===== src/rtl/sprite_table_avalon.sv =====
// Double-buffered sprite attribute table behind an Avalon-MM slave.
// The CPU writes the shadow bank. The display side reads the active bank.
// Shadow is copied to active in one cycle at the frame boundary, and only
// when the CPU has armed a commit. This keeps sprites from tearing mid-frame.
module sprite_table_avalon #(
   parameter int NUM_SPRITES = 20,
   parameter int V_ACTIVE    = 480
) (
   input  logic        clk,
   input  logic        reset,
   input  logic        chipselect,
   input  logic        write,
   input  logic        read,
   input  logic [4:0]  address,
   input  logic [31:0] writedata,
   output logic [31:0] readdata,
   output logic        irq,
   input  logic [9:0]  VGA_HCOUNT,
   input  logic [9:0]  VGA_VCOUNT,
   input  logic [4:0]  sprite_index,
   output logic [23:0] sprite_entry
);

   localparam logic [4:0] ADDR_CONTROL = 5'd30;
   localparam logic [4:0] ADDR_STATUS  = 5'd31;
   localparam logic [5:0] NUM_ENT      = 6'(NUM_SPRITES);
   localparam logic [9:0] V_END        = 10'(V_ACTIVE);

   // Entry layout: {id[23:19], x[18:10], y[9:0]}. An id of 0 disables the sprite.
   logic [23:0] r_shadow [NUM_SPRITES];
   logic [23:0] r_active [NUM_SPRITES];

   logic        r_pending;
   logic        r_irq;
   logic [7:0]  r_frame_count;
   logic        r_match_d;
   logic [31:0] r_readdata;
   logic [23:0] r_sprite_entry;

   logic        w_wr;
   logic        w_rd;
   logic        w_addr_entry;
   logic        w_entry_wr;
   logic        w_ctrl_wr;
   logic        w_ctrl_set;
   logic        w_ctrl_clr;
   logic        w_match;
   logic        w_frame_evt;
   logic        w_commit;
   logic        w_idx_valid;
   logic [31:0] w_rd_data;
   logic [23:0] w_disp_data;

   assign w_wr         = chipselect & write;
   assign w_rd         = chipselect & read;
   assign w_addr_entry = ({1'b0, address} < NUM_ENT);
   assign w_entry_wr   = w_wr & w_addr_entry;
   assign w_ctrl_wr    = w_wr & (address == ADDR_CONTROL);
   assign w_ctrl_set   = w_ctrl_wr & writedata[0];
   assign w_ctrl_clr   = w_ctrl_wr & writedata[1];

   // The VGA counters arrive already registered. The frame event is the rising
   // edge of the match, so it still gives one pulse per frame when the pixel
   // clock is slower than clk and HCOUNT stays at 0 for several cycles.
   assign w_match     = (VGA_VCOUNT == V_END) && (VGA_HCOUNT == 10'd0);
   assign w_frame_evt = w_match & ~r_match_d;

   // An arming write that lands on the frame event itself defers the commit
   // to the next frame. pending stays set so that commit is not lost.
   assign w_commit = w_frame_evt & r_pending & ~w_ctrl_set;

   assign w_idx_valid = ({1'b0, sprite_index} < NUM_ENT);

   // CPU read mux: shadow entries, STATUS, and zero for everything else.
   always_comb begin
      w_rd_data = '0;
      if (w_addr_entry)
         w_rd_data = {8'h00, r_shadow[address]};
      else if (address == ADDR_STATUS)
         w_rd_data = {22'h0, r_irq, r_pending, r_frame_count};
   end

   // Display lookup into the active bank. Indices past the table return 0.
   always_comb begin
      w_disp_data = '0;
      if (w_idx_valid)
         w_disp_data = r_active[sprite_index];
   end

   // Frame-event edge detector state.
   always_ff @(posedge clk or posedge reset) begin
      if (reset) r_match_d <= 1'b0;
      else       r_match_d <= w_match;
   end

   // Shadow bank: CPU writes only. writedata[31:24] is dropped.
   always_ff @(posedge clk or posedge reset) begin
      if (reset) begin
         for (int i = 0; i < NUM_SPRITES; i++) r_shadow[i] <= '0;
      end else if (w_entry_wr) begin
         r_shadow[address] <= writedata[23:0];
      end
   end

   // Active bank: whole-table copy in the commit cycle. The copy reads the
   // pre-edge shadow, so a CPU write in the same cycle waits for the next commit.
   always_ff @(posedge clk or posedge reset) begin
      if (reset) begin
         for (int i = 0; i < NUM_SPRITES; i++) r_active[i] <= '0;
      end else if (w_commit) begin
         for (int i = 0; i < NUM_SPRITES; i++) r_active[i] <= r_shadow[i];
      end
   end

   // Commit arming flag: set by CONTROL bit0, consumed by a commit.
   always_ff @(posedge clk or posedge reset) begin
      if (reset)           r_pending <= 1'b0;
      else if (w_ctrl_set) r_pending <= 1'b1;
      else if (w_commit)   r_pending <= 1'b0;
   end

   // Frame interrupt: a commit sets it and wins over a same-cycle clear.
   always_ff @(posedge clk or posedge reset) begin
      if (reset)           r_irq <= 1'b0;
      else if (w_commit)   r_irq <= 1'b1;
      else if (w_ctrl_clr) r_irq <= 1'b0;
   end

   // Count of committed frames. It wraps at 8 bits.
   always_ff @(posedge clk or posedge reset) begin
      if (reset)         r_frame_count <= 8'd0;
      else if (w_commit) r_frame_count <= r_frame_count + 8'd1;
   end

   // Read data register: loaded on a read, held until the next read.
   always_ff @(posedge clk or posedge reset) begin
      if (reset)     r_readdata <= '0;
      else if (w_rd) r_readdata <= w_rd_data;
   end

   // Registered display output, updated every cycle.
   always_ff @(posedge clk or posedge reset) begin
      if (reset) r_sprite_entry <= '0;
      else       r_sprite_entry <= w_disp_data;
   end

   assign readdata     = r_readdata;
   assign irq          = r_irq;
   assign sprite_entry = r_sprite_entry;

endmodule


===== config.mk =====
export PLATFORM = sky130hd
export DESIGN_NAME = sprite_table_avalon
export DESIGN_NICKNAME = d
export VERILOG_FILES = /design/src/rtl/sprite_table_avalon.sv
export SDC_FILE = /design/constraint.sdc
export NUM_CORES = 2
export LEC_CHECK = 0
export ABC_AREA = 1
export CAP_MARGIN = 5
export CELL_PAD_IN_SITES_DETAIL_PLACEMENT = 1
export CELL_PAD_IN_SITES_GLOBAL_PLACEMENT = 1
export CORE_MARGIN = 2
export CORE_UTILIZATION = 35
export DETAILED_ROUTE_END_ITERATION = 8
export PLACE_DENSITY = 0.64
export SETUP_SLACK_MARGIN = 0.2
export SLEW_MARGIN = 20
export SYNTH_ARGS = -nofsm -noshare
export SYNTH_HDL_FRONTEND = slang
export SYNTH_SLANG_ARGS = --single-unit

===== constraint.sdc =====
create_clock -name clk -period 33.2 [get_ports clk]
set_clock_uncertainty 0.05 [all_clocks]
set_input_delay 6.64 -clock clk [delete_from_list [all_inputs] [get_ports clk]]
set_output_delay 6.64 -clock clk [all_outputs]
set_load 0.05 [all_outputs]

======== Word-level counts from Yosys, hierarchy flattened ========
Cells that the tools add are included.
cells by class
  bitwise gates (word level) .............. 13
  muxes and demuxes ....................... 16
  magnitude comparators ................... 5
  add/sub/neg operators ................... 1
  equal/unequal tests ..................... 3
  reduce and logical (&&, ||, !) cells .... 5
operators by type and width
  kind                                                                          number
  480-bit bitwise mux                                                           1
  24-bit binary-select mux with 5-bit select                                    2
  24-bit 2-to-1 mux                                                             7
  24-bit demux with 5-bit select                                                1
  6-bit >= comparator, second input constant                                    2
  5-bit inverter with 6-bit output                                              2
  10-bit by 9-bit == test with 1-bit output, second input constant              1
  5-bit == test, second input constant                                          2
  10-bit logical NOT                                                            1
  5-bit less-than comparator, second input constant                             2
  10-bit 2-to-1 mux                                                             1
  1-bit AND                                                                     9
  8-bit by 1-bit adder with 8-bit output, second input constant                 1
  6-bit by 1-bit less-than comparator with 1-bit output, second input constant  1
  1-bit 2-to-1 mux                                                              4
  2-bit nonzero test                                                            2
  1-bit logical AND                                                             2
  1-bit inverter                                                                2
word-level totals
  flip-flop bits (word level) ............. 1027
  word-level logic and storage cells ...... 89
  output and inout port bits .............. 57
  input bits .............................. 67

======== Depth between registers and ports, before layout ========
  word-level depth ........................ 7
  depth in mapped cells ................... 13
  gate-level depth less buffers ........... 11

======== Worst setup path before layout ========
OpenSTA, ideal clock, no wires.
  path type ............................... input port to flip-flop
  start ................................... input chipselect
  end ..................................... register r_active[142] (netlist bit)
  setup time .............................. 0.121 ns
  setup slack ............................. 25.215 ns
  stages .................................. 10
  data required time ...................... 33.029 ns
  buffers on the path ..................... 3
  arrival time ............................ 7.814 ns
  cell sequence ........................... buf_2 -> nand2_4 -> nor2_8 -> nand4_4 -> nand2_2 -> inv_2 -> nand2_8 -> buf_4 -> buf_2 -> o21ai_1
between the ends
  cells in the longest elaborated chain, start to end .. 5
RTL lines
  what            line  source
  from (decl)     11    input logic chipselect,
  1-bit AND       54    assign w_wr = chipselect & write;
  1-bit AND       58    assign w_ctrl_wr = w_wr & (address == ADDR_CONTROL);
  1-bit AND       59    assign w_ctrl_set = w_ctrl_wr & writedata[0];
  1-bit inverter  70    assign w_commit = w_frame_evt & r_pending & ~w_ctrl_set;
  1-bit AND       70
  to (decl)       31    logic [23:0] r_active [NUM_SPRITES];
Every way passes these cells.
A chain may end at the register's enable or synchronous reset.

======== Worst setup path in the final report ========
  start ................................... input address[0]
  end ..................................... register r_active[434] (netlist bit)
between the ends
  cells in the longest elaborated chain, start to end .. 5
RTL lines
  what            line  source
  from (decl)     14    input logic [4:0] address,
  5-bit == test   58
  1-bit AND       58
  1-bit AND       59
  1-bit inverter  70
  1-bit AND       70
Every way passes these cells.

==> reports/results.txt <==
WS Path Type = in2reg
Clock Sinks = 1019
Crit Reg-Reg Endpoint = r_active[434]$_DFFE_PP0P_
Min-delay worst type = reg2reg
TritonRoute pass-1 iters = 5
Core box area = 0.1358 mm2
Final Setup Violations = 0
Hold EP = r_active[99]$_DFFE_PP0P_
FP Rows = 135
CTS tree = built
Clk_lat worst skew = 740 ps
Critical Path Source Type = input port
Slew at the pin with the worst max-slew slack = 1159 ps
Worst path arrival time = 12330 ps
Part of the Yosys area used for sequential elements = 53.09%
Setup TNS Final = 0 ps
Reg2Reg Depth = 8
Global Route Usage Sum = 26.24%
Register Area = 0.02550 mm2
Post-synth EDFFs = 0
CTS buffer count = 113
# IOs = 124
Leading area contributor after synthesis = dfrtp_1
Full die area = 0.1402 mm2
Slew Limit Fails = 0
DRT Wirelength = 184.0 mm
Initial DRC Count = 3281
Most used routing layer = met2
DR vias/cell = 5.295
Crit. End Element = flip-flop
Vias in the first global route = 43135
Die height = 374.4 um
Routing usage on met1 = 36.85%
Synth area leaders = dfrtp_1 (53%), nand2_1 (20%), o21ai_0 (7.7%)
Synth unique cells = 35
Finished Core Util = 39.41%
Synth-to-Final Area Change = 11.44%
Mapped Area = 0.04803 mm2
Vias = 42167
Max_cap viols = 0
Clock tree root buffer cell = clkbuf_16
Post-route DRC violation count = 0
Reg clk slew, reported paths = 60 ps
Initial antenna violation count = 2
Ys async rst share = 100.0%
Worst reg2reg path startpoint = r_match_d$_DFF_PP0_
Worst path cell trace = buf_8 -> inv_6 -> nand2_2 -> nor2_8 -> nand4_4 -> nand2_2 -> inv_8 -> nand2_8 -> buf_6 -> buf_12 -> buf_4 -> nand2_1 -> o21ai_1
PwrDens = 55.92 mW/mm2
Fin. Hold Viols = 0
CP max-delay cell = buf_4
Wire length per cell = 23.11 um
Final HPWL DP = 100.7 mm
Top delay family on crit path = buffers and inverters
Most frequent cells in the layout = nand2_1 (2502), dfrtp_1 (1019), o21ai_0 (739)
Synth top area share = 53.09%
Yosys warns = 0
CP Launch Point = address[0]
M3 GR Usage = 3.388%
Crit path time final = 11750 ps
CP Max Fanout = 212
Largest net degree at the start of global routing = 213
Area of the multi-input gates = 0.01949 mm2
Worst VDD drop = 0.00004137 V
Mean Syn Cell Area = 7.660 um2
Max incr delay on CP = 940 ps
WP buf/inv = 6
RSZ-0062 raised after global routing = false
GRT met2 Usage = 43.03%
Fillers = 16535
Outcome = completed
Chip width = 374.4 um
Synth Instances = 6270
Slew HR = 22.76%
Most common cell after layout, fill and taps aside = nand2_1
Final period util = 35.39%
Final std cell area, no fill = 0.05353 mm2
IO buf count = 107
Post-CTS setup buffer count = 0
Gr ovfl total = 0
Resize count post-CTS = 0
Max Clock Freq = 0.08510 GHz
Final ANT Viol Nets = 0
FF+latch count, synth = 1019
Leak = 27.14 nW
Crit path required time = 33770 ps
Final WS setup = 21450 ps
Pre-CTS setup slack = 20590 ps
Hold path cells = 2
Cts-stage hold buffer count = 0
Reg2reg setup slack = 28380 ps
H-tree depth = 3
Layout cells sized above 1 = 5.209%
GP Congestion = 0.7746
Final nets = 6156
Hold Path Origin = r_active[99]$_DFFE_PP0P_
Ant diodes = 0
Placed Area = 0.04979 mm2
Crit path top cell by count = nand2_2
First-pass GRT wire length = 279.1 mm
Ys flop type = dfrtp_1
Initial Util = 35.37%
Clock Tree Buf Depth = 3
-- kinds of logic (layout without fill, tap and decap cells) --
family / count (synthesis) / after routing / synth area share (%)
simple gates: 3553 / 3553 / 29.49
compound gates: 982 / 982 / 10.60
flops: 1019 / 1019 / 53.09
xor+xnor: 5 / 5 / 0.09117
buf+inv: 709 / 614 / 6.695
other cells: 1 / 8 / 0.007807
fa+ha+maj: 1 / 1 / 0.02605
-- worst max path at each step --
stage,cells after the start,to
3_5_place_dp,13,r_active[434]$_DFFE_PP0P_
5_1_grt,13,r_active[386]$_DFFE_PP0P_
2_1_floorplan,1,irq$_DFFE_PP0P_
6_report,13,r_active[434]$_DFFE_PP0P_
3_3_place_gp,13,r_active[54]$_DFFE_PP0P_
4_1_cts,13,r_active[386]$_DFFE_PP0P_
-- sequential cells by signal, indices dropped and copies added (netlist names) --
| name | count |
|---|---|
| r_pending | 1 |
| sprite_entry | 24 |
| irq | 1 |
| r_match_d | 1 |
| r_frame_count | 8 |
| readdata | 24 |
| r_shadow | 480 |
| r_active | 480 |
-- worst reg2reg max path: stages (launching register included) --
cell     delay [ps]
dfrtp_1         440
nor2_8           50
buf_4           300
nand2_8         630
buf_6           960
buf_12          790
buf_4          1160
nand2_1         200
o21ai_1         130
-- layer usage --
metal  vias up  routed length [um]
met5         -                  13
met1     21582               86710
li1      19527                   -
met2       877               85180
met4         2                3409
met3       179                8729
-- power breakdown --
group          internal [mW]  switching (mW)
Sequential              1.32          0.0616
Combinational         0.0922           0.233
Clock                  0.738           0.544
-- cell usage after synthesis (7+ instances only) --
master and number:
dfrtp_1 1019, o21ai_0 739, a21oi_1 32, buf_1 38, o22ai_1 24, o211ai_1 24, nor2_1 480, nand3_1 509
o21bai_1 14, nor2_2 7, buf_4 55, o21ai_1 133, clkbuf_1 201, inv_1 214, o21ai_2 10, buf_6 12
buf_2 179, nand2_1 2523, nand4_1 18
-- stage by stage --
stage               cells  total power, mW  hold WS [ps]
finish               7963            2.993         412.6
global route         7963            3.115         431.7
CTS                  7963            3.018         418.0
detailed placement   7754            1.733         403.2
global placement     7754            1.723         397.9
floorplan            6277            1.605         386.6
-- area by class of cell --
class | instances | share of cell area (%)
clock buffers | 180 | 6.431
clock inverters | 29 | 0.5493
inverters | 221 | 1.604
multi-input cells | 4549 | 36.42
flip-flops and latches | 1019 | 47.64
well taps | 1781 | 4.163
repair buffers | 184 | 3.195
Power figures use the tool's default switching activity.
